### config.mk
export PLATFORM = sky130hd
export DESIGN_NAME = pipe_stage_skid
export DESIGN_NICKNAME = d
export VERILOG_FILES = /design/src/rtl/pipe_stage_skid.sv
export SDC_FILE = /design/constraint.sdc
export NUM_CORES = 1
export LEC_CHECK = 0
export ABC_CLOCK_PERIOD_IN_PS = 4450
export BUFFER_PORTS_ARGS = -buffer_cell sky130_fd_sc_hd__buf_2
export CAP_MARGIN = 0
export CORE_MARGIN = 1
export CORE_UTILIZATION = 56
export DETAILED_ROUTE_END_ITERATION = 8
export PLACE_DENSITY = 0.92
export SLEW_MARGIN = 20
export SYNTH_ARGS = -nofsm -noshare
export SYNTH_HDL_FRONTEND = slang
export SYNTH_SLANG_ARGS = --single-unit
### constraint.sdc
create_clock -name clk -period 4.45 [get_ports clk]
set_input_delay 0.2225 -clock clk [delete_from_list [all_inputs] [get_ports clk]]
set_output_delay 0.2225 -clock clk [all_outputs]
set_load 0.1 [all_outputs]
### src/rtl/pipe_stage_skid.sv
`default_nettype none
// ============================================================================
// Module   : pipe_stage_skid
// Purpose  : Ready/valid pipeline stage register with a two-entry skid
//            buffer (main M + skid S), flush, and bubble gating of the
//            control vector. in_ready is a flop output, so there is no
//            combinational path from out_ready back to in_ready.
// Options  : PIPE_STAGE_STALL_CNT_EN - builds a saturating stall counter;
//            otherwise stall_cnt is tied to zero.
// Revision : 1.0 - initial release
// ============================================================================
module pipe_stage_skid #(
  parameter int DATA_W = 16,
  parameter int CTRL_W = 2,
  parameter int FLAG_W = 3
) (
  input  logic              clk,
  input  logic              reset,
  input  logic              flush,
  input  logic              in_valid,
  output logic              in_ready,
  input  logic [DATA_W-1:0] in_result,
  input  logic [DATA_W-1:0] in_wdata,
  input  logic [CTRL_W-1:0] in_ctrl,
  input  logic [FLAG_W-1:0] in_flags,
  output logic              out_valid,
  input  logic              out_ready,
  output logic [DATA_W-1:0] out_result,
  output logic [DATA_W-1:0] out_wdata,
  output logic [CTRL_W-1:0] out_ctrl,
  output logic [FLAG_W-1:0] out_flags,
  output logic [15:0]       stall_cnt
);

  typedef struct packed {
    logic [DATA_W-1:0] result;
    logic [DATA_W-1:0] wdata;
    logic [CTRL_W-1:0] ctrl;
    logic [FLAG_W-1:0] flags;
  } entry_t;

  entry_t m_q, m_d, s_q, s_d;
  logic   m_valid_q, m_valid_d, s_valid_q, s_valid_d;
  entry_t in_entry;
  logic   in_fire, out_fire;

  // Pack the input payload and derive the handshake events
  always_comb begin
    in_entry.result = in_result;
    in_entry.wdata  = in_wdata;
    in_entry.ctrl   = in_ctrl;
    in_entry.flags  = in_flags;
    in_fire         = in_valid & ~s_valid_q;
    out_fire        = m_valid_q & out_ready;
  end

  // Next-state for M and S: keep order, refill M from S before taking input
  always_comb begin
    m_d       = m_q;
    s_d       = s_q;
    m_valid_d = m_valid_q;
    s_valid_d = s_valid_q;
    if (flush) begin
      // Payload stays stale; only the valid bits are killed.
      m_valid_d = 1'b0;
      s_valid_d = 1'b0;
    end else if (out_fire) begin
      if (s_valid_q) begin
        // in_ready is low while S is full, so no input can collide here.
        m_d       = s_q;
        s_valid_d = 1'b0;
      end else if (in_fire) begin
        m_d = in_entry;
      end else begin
        m_valid_d = 1'b0;
      end
    end else if (in_fire) begin
      if (!m_valid_q) begin
        m_d       = in_entry;
        m_valid_d = 1'b1;
      end else begin
        s_d       = in_entry;
        s_valid_d = 1'b1;
      end
    end
  end

  // Storage registers; reset clears valid bits and payloads
  always_ff @(posedge clk) begin
    if (!reset) begin
      m_q       <= '0;
      s_q       <= '0;
      m_valid_q <= 1'b0;
      s_valid_q <= 1'b0;
    end else begin
      m_q       <= m_d;
      s_q       <= s_d;
      m_valid_q <= m_valid_d;
      s_valid_q <= s_valid_d;
    end
  end

  // Outputs straight from flops; ctrl gated so a bubble never commits
  always_comb begin
    in_ready   = ~s_valid_q;
    out_valid  = m_valid_q;
    out_result = m_q.result;
    out_wdata  = m_q.wdata;
    out_ctrl   = m_q.ctrl & {CTRL_W{m_valid_q}};
    out_flags  = m_q.flags;
  end

`ifdef PIPE_STAGE_STALL_CNT_EN
  logic [15:0] stall_cnt_q, stall_cnt_d;

  // Count cycles where an entry is presented but not taken; saturates
  always_comb begin
    stall_cnt_d = stall_cnt_q;
    if (m_valid_q && !out_ready && (stall_cnt_q != 16'hFFFF)) begin
      stall_cnt_d = stall_cnt_q + 16'd1;
    end
  end

  // Counter register; flush deliberately does not touch it
  always_ff @(posedge clk) begin
    if (!reset) begin
      stall_cnt_q <= 16'h0000;
    end else begin
      stall_cnt_q <= stall_cnt_d;
    end
  end

  assign stall_cnt = stall_cnt_q;
`else
  assign stall_cnt = 16'h0000;
`endif

endmodule
`default_nettype wire

* Word level (Yosys, flattened, before mapping)
Cells that the tools add are included.
Storage, ports and cells: bits in registers 76, bits in latches 0, RAM bits 0, memory bits (read-only) 0, input port bits 42, output and inout bits 55, memories 0
Operators by class: add/subtract/negate cells 0, multiply operators 0, div/mod/pow operators 0, order comparisons 0, equal/unequal tests 3, shift operators 0, mux-type cells 9, bitwise operators 7, reduce and logical (&&, ||, !) cells 8
Operators by type and width (number):
- two-way mux 37 bit | 5
- AND reduction 4 bit | 2
- two-way mux 1 bit | 4
- inequality test 2 bit, second input constant | 2
- NOT 1 bit | 4
- nonzero test 2 bit | 2
- AND reduction 3 bit | 1
- OR reduction 3 bit | 1
- bitwise AND 1 bit | 2
- bitwise AND 2 bit | 1
- inequality test 2 x 1 -> 1 bit, second input constant | 1
- AND reduction 2 bit | 1
- OR reduction 2 bit | 1

* Depth between registers and ports, before layout
depth in word-level cells 5, depth in mapped cells 7, depth with buffers taken out 4

* Worst setup path after synthesis
OpenSTA, ideal clock, no wires.
kind flip-flop to output port, from register m_valid_q, in the netlist out_valid, to output port out_ctrl[1], arrival 1.913 ns, data required time 4.228 ns, path slack 2.315 ns, stages on the path, launching flop included 3, buffers on the path 1, path through dfxtp_1 buf_6 and2_1
Between the ends: cells in the longest elaborated chain, start to end 1
RTL lines:
- from (decl) | RTL line 43 | logic m_valid_q, m_valid_d, s_valid_q, s_valid_d;
- from (signal assigned) | RTL line 98 | m_valid_q <= m_valid_d;
- bitwise AND 2 bit | RTL line 109 | out_ctrl = m_q.ctrl & {CTRL_W{m_valid_q}};
- to (decl) | RTL line 30 | output logic [CTRL_W-1:0] out_ctrl,
Every way passes these cells.

* Worst setup path in the final report
from register m_valid_q, in the netlist out_valid, to register m_q (netlist bit out_wdata[15])
Between the ends: cells in the longest elaborated chain, start to end 3, elaborated cells between the ends (all ways) 5
RTL lines:
- bitwise AND 1 bit | RTL line 54 | out_fire = m_valid_q & out_ready;
- inequality test 2 x 1 -> 1 bit (no source line) / nonzero test 2 bit (equally long branches)
- AND reduction 4 bit (no source line)
- to (signal assigned) | RTL line 96 | m_q <= m_d;
- to (decl) | RTL line 42 | entry_t m_q, m_d, s_q, s_d;
Parallel ways exist; a longest one is shown, timed or not. A chain may end at the register's enable or synchronous reset.

==> metrics.txt <==
# TYPE chip_impl_metric gauge
chip_impl_metric{name="i_o_pins",unit=""} 97
chip_impl_metric{name="reg2regPathDepth",unit=""} 6
chip_impl_info{name="worst_min_delay_path_category",value="input port to register"} 1
chip_impl_metric{name="ys_seq_area_frac",unit=""} 0.442
chip_impl_metric{name="leakage",unit="nW"} 1.55
chip_impl_metric{name="chipHeight",unit="um"} 80.4
chip_impl_metric{name="report.final.setup_viol",unit=""} 0
chip_impl_metric{name="final_min_period_over_clock_period",unit=""} 0.470
chip_impl_metric{name="power.internal",unit="mW"} 0.994
chip_impl_metric{name="finalHoldViolations",unit=""} 0
chip_impl_info{name="grt_setup_unrepaired",value="false"} 1
chip_impl_metric{name="power_frac_seq",unit=""} 0.473
chip_impl_metric{name="total_switching_power",unit="mW"} 0.533
chip_impl_info{name="clock_tree_from_tritoncts",value="built"} 1
chip_impl_metric{name="insertion_delay",unit="ns"} 0.32
chip_impl_metric{name="finalCriticalPeriod",unit="ns"} 2.09
chip_impl_metric{name="worst-endpoint-arrival",unit="ns"} 2.34
chip_impl_metric{name="comb_power_share",unit=""} 0.228
chip_impl_metric{name="dieWidth",unit="um"} 80.4
chip_impl_metric{name="fin_skew",unit="ns"} 0.00450
chip_impl_metric{name="area_growth_syn_to_layout",unit="%"} 6.76
chip_impl_metric{name="antenna_violating_nets_left",unit=""} 0
chip_impl_metric{name="post_route_cells_drive_above_1_share",unit=""} 0.217
chip_impl_metric{name="final_cell_area",unit="um2"} 3670
chip_impl_metric{name="detailroute.via_count",unit=""} 2877
chip_impl_metric{name="drt-initial-drc-count",unit=""} 197
chip_impl_metric{name="fp-row-count",unit=""} 28
chip_impl_info{name="layout_commonest_cell",value="sky130_fd_sc_hd__nand2_1"} 1
chip_impl_info{name="run_status",value="completed"} 1
chip_impl_info{name="clock_root_cell",value="sky130_fd_sc_hd__clkbuf_8"} 1
chip_impl_metric{name="buffer_ports.inserted",unit=""} 80
chip_impl_metric{name="ys_ff_latch",unit=""} 76
chip_impl_metric{name="post_drt_via_cell_ratio",unit=""} 5.28
chip_impl_metric{name="power.share.clock",unit=""} 0.299
chip_impl_metric{name="syn_area_per_cell",unit="um2"} 7.89
chip_impl_metric{name="design.die.area",unit="um2"} 6460
chip_impl_metric{name="grt_pass1_wl",unit="um"} 10700
chip_impl_metric{name="antenna_cells_inserted",unit=""} 0
chip_impl_metric{name="start_util",unit=""} 0.581
chip_impl_metric{name="yosys.cell_types.count",unit=""} 23
chip_impl_metric{name="clock_tree.buffer_depth",unit=""} 2
chip_impl_metric{name="post-cts-setup-buffer-count",unit=""} 0
chip_impl_metric{name="syn_inst",unit=""} 436
chip_impl_metric{name="routed_wirelength",unit="um"} 6780
chip_impl_metric{name="finalNetCount",unit=""} 508
chip_impl_metric{name="grt_pass1_vias",unit=""} 2528
chip_impl_metric{name="worstPathRequired",unit="ns"} 4.70
chip_impl_metric{name="placed_area",unit="um2"} 3490
chip_impl_info{name="layout_common_cells",value="150 x sky130_fd_sc_hd__nand2_1, 80 x sky130_fd_sc_hd__buf_2, 76 x sky130_fd_sc_hd__dfxtp_1"} 1
chip_impl_metric{name="drc",unit=""} 0
chip_impl_metric{name="setup_total_negative_slack",unit="ns"} 0
chip_impl_info{name="timing.critical_path.cells",value="nand2_1 -> a211oi_4 -> buf_6 -> buf_12 -> o21ai_0 -> a31oi_1"} 1
chip_impl_metric{name="cts.htree.levels",unit=""} 3
chip_impl_metric{name="cts.hold.buffers_added",unit=""} 0
chip_impl_metric{name="postCtsResizedCells",unit=""} 0
chip_impl_metric{name="pin_count_of_the_biggest_net_entering_global_routing",unit=""} 76
chip_impl_metric{name="ys.warnings.count",unit=""} 0
chip_impl_metric{name="antenna_found_initial",unit=""} 0
chip_impl_metric{name="netlist_area",unit="um2"} 3440
chip_impl_info{name="start_kind",value="register"} 1
chip_impl_metric{name="dp_hpwl",unit="um"} 4180
chip_impl_metric{name="max_clk_rate",unit="MHz"} 478
chip_impl_metric{name="pwr_density_cell",unit="nW/um2"} 415
chip_impl_metric{name="hold-path-cell-count",unit=""} 3
chip_impl_metric{name="cap_violations",unit=""} 0
chip_impl_metric{name="core",unit="um2"} 5920
chip_impl_metric{name="cts_buffers",unit=""} 9
chip_impl_metric{name="grt.total_usage",unit=""} 0.212
chip_impl_metric{name="crit_path_max_incr_delay",unit="ns"} 0.55
chip_impl_metric{name="overflow",unit=""} 0
chip_impl_metric{name="critPathMaxFanout",unit=""} 40
chip_impl_metric{name="sw_frac_of_total",unit=""} 0.349
chip_impl_metric{name="clkSinkCount",unit=""} 76
chip_impl_metric{name="worst_pin_slew",unit="ns"} 1.07
chip_impl_metric{name="wl_per_cell",unit="um"} 12.4
chip_impl_info{name="timing.critical_path.slowest_stage_cell",value="sky130_fd_sc_hd__a211oi_4"} 1
chip_impl_metric{name="vdd.ir_drop.worst",unit="uV"} 234
chip_impl_info{name="worst-setup-path-type",value="register to register"} 1
chip_impl_metric{name="final-max-slew-violation-count",unit=""} 0
chip_impl_metric{name="gp_routability_congestion",unit=""} 0.715
chip_impl_metric{name="timing.slew.headroom",unit=""} 0.290
chip_impl_metric{name="dr.pass1.iters",unit=""} 5
chip_impl_info{name="worst_setup_path_end_kind",value="register"} 1
chip_impl_metric{name="clkSlewWorstSetupHoldPaths",unit="ns"} 0.07
[sequential cells by signal, indices dropped and copies added (netlist names)]
register,cells
out_valid,1
s_valid_q,1
out_result,16
out_flags,3
out_wdata,16
m_q,2
s_q,37
[path summary, 6_finish.rpt]
path                               start                          to  slack [ns]
hold / removal               in_wdata[5]        s_q[10]$_SDFFE_PN0P_        0.14
setup / recovery  out_valid$_SDFFE_PP0P_  out_wdata[15]$_SDFFE_PN0P_        2.36
setup reg to reg  out_valid$_SDFFE_PP0P_  out_wdata[15]$_SDFFE_PN0P_        2.36
hold reg to reg     s_q[10]$_SDFFE_PN0P_        s_q[10]$_SDFFE_PN0P_        0.46
[cell families after synthesis]
family | count (synthesis) | share of synthesized area
and+or+nand+nor | 161 | 0.185
AOI/OAI and AO/OA | 115 | 0.210
buffers and inverters | 83 | 0.162
DFF | 76 | 0.442
other | 1 | 0.00109
[worst max-delay path: cells and delay by family (launching register included)]
family	cells	cell delay [ns]
AOI/OAI and AO/OA	3	0.85
buffers and inverters	2	0.48
DFF	1	0.48
and+or+nand+nor	1	0.19
[cell type report]
cell class              count  area (um2)
multi-input cells         292        1430
flip-flops and latches     76        1520
inverters                   2        7.51
fillers                   540        2250
clock buffers              13         159
well taps                  75        93.8
clock inverters             2        10.0
repair buffers             85         454
[synth_stat cells]
cell	count	area (um2)
sky130_fd_sc_hd__nand2_1	151	567
sky130_fd_sc_hd__dfxtp_1	76	1520
sky130_fd_sc_hd__buf_4	56	420
sky130_fd_sc_hd__a31oi_1	37	231
sky130_fd_sc_hd__a21boi_0	33	248
sky130_fd_sc_hd__o21ai_1	23	115
sky130_fd_sc_hd__clkbuf_1	16	60.1
sky130_fd_sc_hd__o21ai_0	15	75.1
sky130_fd_sc_hd__buf_2	5	25.0
sky130_fd_sc_hd__a21boi_1	4	30.0
sky130_fd_sc_hd__buf_6	4	45.0
sky130_fd_sc_hd__and2_1	3	18.8
sky130_fd_sc_hd__a21oi_1	2	10.0
sky130_fd_sc_hd__inv_1	2	7.51
sky130_fd_sc_hd__a211oi_2	1	12.5
sky130_fd_sc_hd__conb_1	1	3.75
sky130_fd_sc_hd__nand2b_1	1	6.26
sky130_fd_sc_hd__nand3_1	1	5.00
sky130_fd_sc_hd__nor2_1	1	3.75
sky130_fd_sc_hd__nor2_2	1	6.26
sky130_fd_sc_hd__nor3b_1	1	7.51
sky130_fd_sc_hd__nor4b_2	1	15.0
sky130_fd_sc_hd__or2_1	1	6.26
[through the flow]
stage	std cells	hold WS, ns	setup slack (ns)	total power [mW]	utilization
CTS	544	0.124	2.05	1.54	0.619
global route	545	0.141	2.18	1.58	0.620
floorplan	451	0.357	2.31	1.07	-
global placement	529	0.441	2.20	1.08	0.590
detailed placement	529	0.445	2.03	1.08	0.590
finish	545	0.139	2.36	1.53	0.620
[per-layer routing]
| layer | up-vias | part of all wire | routed length [um] | track usage |
|---|---|---|---|---|
| li1 | 1440 | - | - | - |
| met1 | 1336 | 0.46 | 3120 | 0.249 |
| met2 | 96 | 0.48 | 3240 | 0.380 |
| met3 | 5 | 0.055 | 373 | 0.0443 |
| met4 | 0 | 0.0065 | 44 | 0.0750 |
| met5 | - | 0 | 0 | 0 |
[power groups by stage]
stage	Clock, mW	Combinational, mW	Sequential, mW
finish	0.456	0.348	0.722
global route	0.496	0.363	0.724
CTS	0.468	0.347	0.722
detailed placement	0	0.347	0.737
global placement	0	0.342	0.736
floorplan	0	0.335	0.736
No activity file was read; power rests on OpenSTA's default activity.
